File: src/rtl/edge_filter_pipe.sv
// Pixel filter: one-line buffer, 2x2 window, per-frame mode (pass/thr/Roberts/Roberts-thr/invert).
// Latency: 3 vga_clk cycles from pixel/sync inputs to outputs, every mode; hs/vs plain 3-stage delay.
// Backpressure: none; one pixel accepted on every pix_valid cycle.
module edge_filter_pipe #(
  parameter int   PIX_W     = 4,
  parameter int   LINE_W    = 640,
  parameter logic SYNC_IDLE = 1'b1
) (
  input  logic             vga_clk,
  input  logic             reset_n,
  input  logic             sof,
  input  logic             pix_valid,
  input  logic [PIX_W-1:0] pix_in,
  input  logic             hs_in,
  input  logic             vs_in,
  input  logic [2:0]       mode,
  input  logic [PIX_W-1:0] thr,
  output logic [PIX_W-1:0] vga_r,
  output logic [PIX_W-1:0] vga_g,
  output logic [PIX_W-1:0] vga_b,
  output logic             valid_out,
  output logic             hs_out,
  output logic             vs_out
);

  localparam int COL_W = (LINE_W > 1) ? $clog2(LINE_W) : 1;
  // Row only feeds the row-0 boundary test, so a modest saturating width is enough.
  localparam int ROW_W = 11;
  localparam logic [COL_W-1:0] COL_LAST = COL_W'(LINE_W - 1);

  // Position counters and frame-level shadow settings
  logic [COL_W-1:0] col_q, col_d, col_e;
  logic [ROW_W-1:0] row_q, row_d, row_e, row_inc;
  logic             pv_q;
  logic [2:0]       mode_s_q;
  logic [PIX_W-1:0] thr_s_q;

  // Line buffer (deliberately not reset)
  logic [PIX_W-1:0] line_mem [LINE_W];
  logic [PIX_W-1:0] up_rd;

  // Stage 1
  logic [PIX_W-1:0] cur1_q, up1_q;
  logic             bnd1_q, v1_q, bnd_d;

  // Stage 2
  logic [PIX_W-1:0] left_q, ul_q;
  logic [PIX_W-1:0] dx, dy;
  logic [PIX_W:0]   g_d, g2_q;
  logic [PIX_W-1:0] cur2_q;
  logic             v2_q;

  // Stage 3
  logic [PIX_W-1:0] y_d, y_q;
  logic             v3_q;
  logic [2:0]       hs_sr_q, vs_sr_q;

  // sof clears the position before the current pixel is placed, so a pixel arriving
  // with sof lands at row 0, col 0; wrap and short-line end both advance the row.
  always_comb begin
    col_e   = sof ? '0 : col_q;
    row_e   = sof ? '0 : row_q;
    row_inc = (row_e == '1) ? row_e : row_e + ROW_W'(1);
    col_d   = col_e;
    row_d   = row_e;
    if (pix_valid) begin
      if (col_e == COL_LAST) begin
        col_d = '0;
        row_d = row_inc;
      end else begin
        col_d = col_e + COL_W'(1);
      end
    end else if (pv_q && (col_e != '0)) begin
      col_d = '0;
      row_d = row_inc;
    end
  end

  // Counter, valid-history and shadow-register state
  always_ff @(posedge vga_clk or negedge reset_n) begin
    if (!reset_n) begin
      col_q    <= '0;
      row_q    <= '0;
      pv_q     <= 1'b0;
      mode_s_q <= '0;
      thr_s_q  <= '0;
    end else begin
      col_q <= col_d;
      row_q <= row_d;
      pv_q  <= pix_valid;
      if (sof) begin
        mode_s_q <= mode;
        thr_s_q  <= thr;
      end
    end
  end

  // Read-before-write: the registered read below sees the word from the previous line.
  assign up_rd = line_mem[col_e];
  assign bnd_d = (row_e == '0) || (col_e == '0);

  // Line-buffer write of the incoming pixel
  always_ff @(posedge vga_clk) begin
    if (pix_valid) line_mem[col_e] <= pix_in;
  end

  // Roberts cross on the 2x2 window: a=up-left, b=up, c=left, d=current
  always_comb begin
    dx  = (ul_q >= cur1_q) ? (ul_q - cur1_q) : (cur1_q - ul_q);
    dy  = (up1_q >= left_q) ? (up1_q - left_q) : (left_q - up1_q);
    g_d = bnd1_q ? '0 : ({1'b0, dx} + {1'b0, dy});
  end

  // Output-value selection from the frame's shadowed mode; blank forces zero
  always_comb begin
    y_d = '0;
    if (v2_q) begin
      case (mode_s_q)
        3'd1:    y_d = (cur2_q > thr_s_q) ? {PIX_W{1'b1}} : '0;
        3'd2:    y_d = g2_q[PIX_W:1];
        3'd3:    y_d = (g2_q > {1'b0, thr_s_q}) ? {PIX_W{1'b1}} : '0;
        3'd4:    y_d = ~cur2_q;
        default: y_d = cur2_q;
      endcase
    end
  end

  // Three pipeline stages for pixel data, valid and syncs
  always_ff @(posedge vga_clk or negedge reset_n) begin
    if (!reset_n) begin
      cur1_q  <= '0;
      up1_q   <= '0;
      bnd1_q  <= 1'b0;
      v1_q    <= 1'b0;
      left_q  <= '0;
      ul_q    <= '0;
      g2_q    <= '0;
      cur2_q  <= '0;
      v2_q    <= 1'b0;
      y_q     <= '0;
      v3_q    <= 1'b0;
      hs_sr_q <= {3{SYNC_IDLE}};
      vs_sr_q <= {3{SYNC_IDLE}};
    end else begin
      cur1_q  <= pix_in;
      up1_q   <= up_rd;
      bnd1_q  <= bnd_d;
      v1_q    <= pix_valid;
      left_q  <= cur1_q;
      ul_q    <= up1_q;
      g2_q    <= g_d;
      cur2_q  <= cur1_q;
      v2_q    <= v1_q;
      y_q     <= y_d;
      v3_q    <= v2_q;
      hs_sr_q <= {hs_sr_q[1:0], hs_in};
      vs_sr_q <= {vs_sr_q[1:0], vs_in};
    end
  end

  assign vga_r     = y_q;
  assign vga_g     = y_q;
  assign vga_b     = y_q;
  assign valid_out = v3_q;
  assign hs_out    = hs_sr_q[2];
  assign vs_out    = vs_sr_q[2];

endmodule
File: config.mk
export PLATFORM = sky130hd
export DESIGN_NAME = edge_filter_pipe
export DESIGN_NICKNAME = d
export VERILOG_FILES = /design/src/rtl/edge_filter_pipe.sv
export SDC_FILE = /design/constraint.sdc
export NUM_CORES = 2
export LEC_CHECK = 0
export BUFFER_PORTS_ARGS = -buffer_cell sky130_fd_sc_hd__buf_4
export CORE_AREA = 3 3 573 575
export CTS_CLUSTER_SIZE = 25
export DETAILED_ROUTE_END_ITERATION = 10
export DIE_AREA = 0 0 576 578
export PLACE_DENSITY = 0.59
export REMOVE_ABC_BUFFERS = 1
export SLEW_MARGIN = 15
export SYNTH_ARGS = -nofsm -noshare
export SYNTH_HDL_FRONTEND = slang
export SYNTH_SLANG_ARGS = --single-unit
File: constraint.sdc
create_clock -name vga_clk -period 9.9 [get_ports vga_clk]
set_input_delay 0.99 -clock vga_clk [delete_from_list [all_inputs] [get_ports vga_clk]]
set_output_delay 0.99 -clock vga_clk [all_outputs]
set_load 0.05 [all_outputs]
-- Word level (Yosys, flattened, before mapping)
Memories as Yosys holds them, arrays and structs flattened. A register that Yosys moved wholly into a read port is not among the register bits.
Index checks and enable logic that the tools add are counted.
- add/subtract/negate cells: 7
- order comparisons: 4
- equality and inequality tests: 6
- mux-type cells: 18
- bitwise gates (word level): 1
- reductions and logical operators: 6
- operators with widths (operator ; number):
    2-to-1 mux 11 bit ; 5
    2-to-1 mux 10 bit ; 4
    2-to-1 mux 4 bit ; 5
    one-hot mux 4 bit (4 select lines) ; 1
    subtractor 4 bit ; 4
    adder 11 x 1 -> 11 bit, second input constant ; 1
    == test 11 bit, second input constant ; 1
    zero test 11 bit ; 1
    adder 10 x 1 -> 10 bit, second input constant ; 1
    == test 10 bit, second input constant ; 1
    zero test 10 bit ; 1
    nonzero test 10 bit ; 1
    greater-or-equal comparator 4 bit ; 2
    == test 3 x 2 -> 1 bit, second input constant ; 2
    adder 4 x 4 -> 5 bit ; 1
    > comparator 5 x 4 -> 1 bit ; 1
    2-to-1 mux 5 bit ; 1
    > comparator 4 bit ; 1
    inverter 4 bit ; 1
    == test 3 x 1 -> 1 bit, second input constant ; 1
    == test 3 bit, second input constant ; 1
    2-to-1 mux 1 bit ; 2
    logical AND 1 bit ; 1
    zero test 1 bit ; 1
    logical OR 1 bit ; 1
- bits in registers: 59
- bits in writable memories: 2560
- bits of input ports: 17
- output and inout bits: 15
- memories kept: 1
- memories (name ; depth ; width ; rd ports ; clocked after Yosys merged registers in ; wr ports ; line ; RTL):
    line_mem ; 640 ; 4 ; 1 ; 1 ; 1 ; 39 ; logic [PIX_W-1:0] line_mem [LINE_W];

-- Logic depth before layout (Yosys ltp)
- depth after elaboration: 5
- gate-level depth with buffers: 19
- gate-level depth less buffers: 13

-- Least setup slack after synthesis
No wires, ideal clock.
- kind: input to register
- from: input port sof
- to: register row_q[9]
- library setup time: 0.131 ns
- data arrival time: 4.464 ns
- path slack: 5.305 ns
- cell stages on the path: 18
- buffers on the path: 7
- cells stage by stage: buf_2 -> nor2b_1 -> buf_2 -> inv_1 -> clkbuf_1 -> buf_2 -> buf_2 -> buf_1 -> clkbuf_1 -> ha_1 -> o21ai_0 -> or2_2 -> a21oi_1 -> nand2b_1 -> nor2_1 -> nand4_1 -> xor2_1 -> nor2_1
- longest elaborated chain between the ends: 5
- elaborated cells on any way between the ends: 11
- classes of those cells: 1 x add/sub; 2 x eq/ne; 6 x mux; 2 x reduce/logical
- ends and longest elaborated chain (item ; line ; RTL):
    start, declared ; 11 ; input logic sof,
    2-to-1 mux 11 bit or 2-to-1 mux 10 bit (tied branches) ; 62, 61 ;
    adder 11 x 1 -> 11 bit (tied with other cells) ; 63 ; row_inc = (row_e == '1) ? row_e : row_e + ROW_W'(1);
    2-to-1 mux 11 bit or logical AND 1 bit (tied branches) ; 63, 73 ;
    2-to-1 mux 11 bit, on equally long branches ; 73, 67 ;
    2-to-1 mux 11 bit (*) ; 66 ; if (pix_valid) begin
    named net row_d[9] ; 33 ; logic [ROW_W-1:0] row_q, row_d, row_e, row_inc;
    end signal, assigned ; 89 ; row_q <= row_d;
    end, declared ; 33 ;
The timed path passes the listed nets; every way through them passes the cells marked *.
A chain may end at the register's enable or synchronous reset.

-- Final worst setup path
- from: register col_q[2]
- to: register up1_q[1] (read register of line_mem)
- longest elaborated chain between the ends: 1
- ends and longest elaborated chain (item ; line ; RTL):
    start, declared ; 32 ; logic [COL_W-1:0] col_q, col_d, col_e;
    start signal, assigned ; 88 ; col_q <= col_d;
    2-to-1 mux 10 bit ; 61 ; col_e = sof ? '0 : col_q;
    end, declared ; 43 ; logic [PIX_W-1:0] cur1_q, up1_q;
Every way passes these cells.

==> flow_summary.toml <==
[setup_path]
worst_ep_arrival_time_ns = 6.72
cp_slowest_stage_delay_ns = 1.11
cp_max_fo = 34
rr_startpoint = "col_q[2]$_DFF_PN0_"
worst_path_max_delay_cell = "o41ai_2"
worst_setup_path_start_kind = "register"
worst-path-buf-inv = 3
path_delay_family = "compound AO/OA/AOI/OAI gates"
path_cells = "buf_4 -> buf_4 -> nand4b_1 -> nand3_2 -> buf_4 -> o22ai_1 -> a221oi_1 -> a31oi_1 -> o41ai_2 -> nand4_1"
cp.required_ns = 10.64
crit_path_start = "col_q[2]$_DFF_PN0_"
path_common_cell = "buf_4"
crit_type = "reg2reg"
cp-end-kind = "register"

[power_and_ir_drop]
p_sw_mw = 5.37
power.density_nw_per_um2 = 198
p_leak_nw = 38.2
p_comb_frac = 0.062
switching_share = 0.225
p_int_mw = 18.5
p_clk_frac = 0.426
worst_ir_drop_vdd_uv = 207
power_frac_seq = 0.512

[yosys]
synthSimpleGateAreaFrac = 0.105
yosysMostFrequentCell = "edfxtp_1"
synth_compound_area_frac = 0.0799
synth_top_cells_by_count = "2560 x edfxtp_1, 1291 x nand2_1, 702 x nor2_1"
synth.avg_cell_area_um2 = 14.0
yosysSeqAreaShare = 0.737
synth_edf_count = 2560
netlist_area_um2 = 107000
yosysWarnings = 0
yosys.area.top_type = "edfxtp_1"
synth_top_area_share = 0.722
synth_area_leaders = "edfxtp_1 72%, nand2_1 4.5%, mux2i_1 2.7%"
yosys.area_share.xor_xnor = 0.00123
synthCells = 7589
ys.flop_type = "edfxtp_1"
synth-seq-cells = 2623
synthMuxAreaShare = 0.0496
synthArstFlopShare = 0.0240
synth_top_family_by_area = "simple AND/OR/NAND/NOR gates"
synth.distinct_cells = 68
synthAdderAreaFrac = 0.00470

[floorplanning]
die_w_um = 576
core_um2 = 324000
start_util = 0.329
pin_count = 32
die_h_um = 578
rows = 209
dieArea_um2 = 333000

[route]
avgRoutedWirePerCell_um = 28.0
drt-total-wl_mm = 338
first_pass_iters = 9
drc = 0
vias_per_cell = 5.57
drt_iter0_markers = 8668
postRouteAntennaNets = 0
vias = 67100

[sta]
relSlewSlack = 0.206
fin_crit_ns = 5.98
max_freq_ghz = 0.167
rsz0062_at_grt = "false"
final-max-slew-violation-count = 0
whs_ns = 0.142
timing.final.crit_share = 0.604
setup_viol = 0
fin_tns_setup_ns = 0
worst_slew_pin_slew_ns = 1.19
hold_viol_final = 0
skew_ns = 0.0827

[placement]
io_buffers = 31
dp.final_hpwl_mm = 197
globalplace.congestion = 0.876

[grt]
grt_max_degree = 180
grt_pass1_vias = 64600
overflow = 0
grt_pass1_wl_mm = 478
grt_antenna_before_repair = 19
grtUsageTotal = 0.197

[clock_network]
post_cts_resized = 0
cts_hold_buf = 0
cts_sinks = 2623
htreeDepth = 5
cts_setup_buffers = 0
clk_latency_ns = 0.97
cts_tree = "done"
clk_pin_slew_ns = 0.06
clockRootBuffer = "clkbuf_16"
cts_buffer_depth = 4
cts_inserted_buffers = 290

[status]
status = "finished clean"

[final_layout]
syn_to_final_growth_pct = 13.0
drive_gt1_frac = 0.105
final.fill_count = 30300
fin_nets = 7576

[job]
cap_violations = 0

[worst_hold_path]
hold_path_startpoint = "hs_in"
min_path_type = "in2reg"
==> sequential cells by signal (all words and copies together) (netlist names) <==
name and flops:
bnd1_q 1, col_q 10, cur1_q 4, cur2_q 4, g2_q 5, hs_sr_q 3, line_mem 2560, mode_s_q 3
row_q 11, thr_s_q 4, ul_q 4, up1_q 4, v1_q 1, v2_q 1, valid_out 1, vga_b 4
vs_sr_q 3
==> kinds of logic after synthesis <==
| group | count (synthesis) |
|---|---|
| AOI/OAI and AO/OA | 1245 |
| and+or+nand+nor | 2623 |
| muxes | 448 |
| xor gates and xnor gates | 15 |
| DFF | 2623 |
| buffers and inverters | 598 |
| adders and majority gates | 37 |
==> worst paths after layout <==
kind | endpoint | slack (ns) | cells past startpoint
hold / removal | hs_sr_q[0]$_DFF_PN1_ | 0.14 | 1
max in group asynchronous | col_q[2]$_DFF_PN0_ | 9.00 | 1
min in group asynchronous | mode_s_q[1]$_DFFE_PN0P_ | 0.17 | 1
hold reg to reg | vs_sr_q[1]$_DFF_PN1_ | 0.36 | 0
setup reg to reg | up1_q[1]$_DFF_PN0_ | 3.92 | 10
setup / recovery | up1_q[1]$_DFF_PN0_ | 3.92 | 10
==> power by group through the flow <==
stage | registers [mW] | logic [mW] | clock network, mW
after floorplan | 12.6 | 1.16 | 0
after global placement | 12.5 | 1.45 | 0
after detailed placement | 12.5 | 1.46 | 0
after CTS | 12.2 | 1.46 | 10.3
after global routing | 12.2 | 1.57 | 10.7
final | 12.2 | 1.47 | 10.2
==> through the flow <==
| stage | setup WS (ns) | instances | utilization | power (mW) | cell area [um^2] |
|---|---|---|---|---|---|
| 6_report | 3.92 | 12100 | 0.372 | 23.9 | 120000 |
| 5_1_grt | 3.91 | 12000 | 0.372 | 24.5 | 120000 |
| 4_1_cts | 4.04 | 12000 | 0.372 | 24.0 | 120000 |
| 3_5_place_dp | 3.88 | 11600 | 0.345 | 13.9 | 112000 |
| 3_3_place_gp | 3.53 | 11600 | 0.345 | 13.9 | 112000 |
| 2_1_floorplan | -55.57 | 7031 | - | 13.7 | 104000 |
==> per-layer routing <==
layer,global-route usage,share of wire,up-vias
li1,-,-,28500
met1,0.267,0.39,34000
met2,0.302,0.45,3798
met3,0.0441,0.11,754
met4,0.0880,0.049,12
met5,0,0.00025,-
==> cells in the final DEF (no fill, tap or decap), types with 217 or more instances in the layout <==
master,count
nand3_1,225
a211oi_1,260
edfxtp_1,2560
clkbuf_16,300
mux2i_1,291
a21oi_1,217
a31oi_1,287
nor2_1,696
nor2b_1,269
nand2_1,1259
==> cell type report <==
cell class / count / area, um^2 / area share
Inverter: 40 / 165 / 0.00137
Antenna cell: 7 / 17.5 / 0.000146
Tap cell: 4325 / 5410 / 0.0450
Clock inverter: 128 / 965 / 0.00801
Timing Repair Buffer: 199 / 1720 / 0.0143
Multi-Input combinational cell: 4368 / 25800 / 0.215
Clock buffer: 360 / 7770 / 0.0646
Sequential cell: 2623 / 78500 / 0.652
==> worst reg2reg max path: stages, from the launching register on <==
cell and delay (ns):
dfrtp_4 0.83, buf_4 0.70, buf_4 0.80, nand4b_1 0.27, nand3_2 0.46, buf_4 0.53, o22ai_1 0.34, a221oi_1 0.30
a31oi_1 0.26, o41ai_2 1.11, nand4_1 0.19
Power figures use the tool's default switching activity.
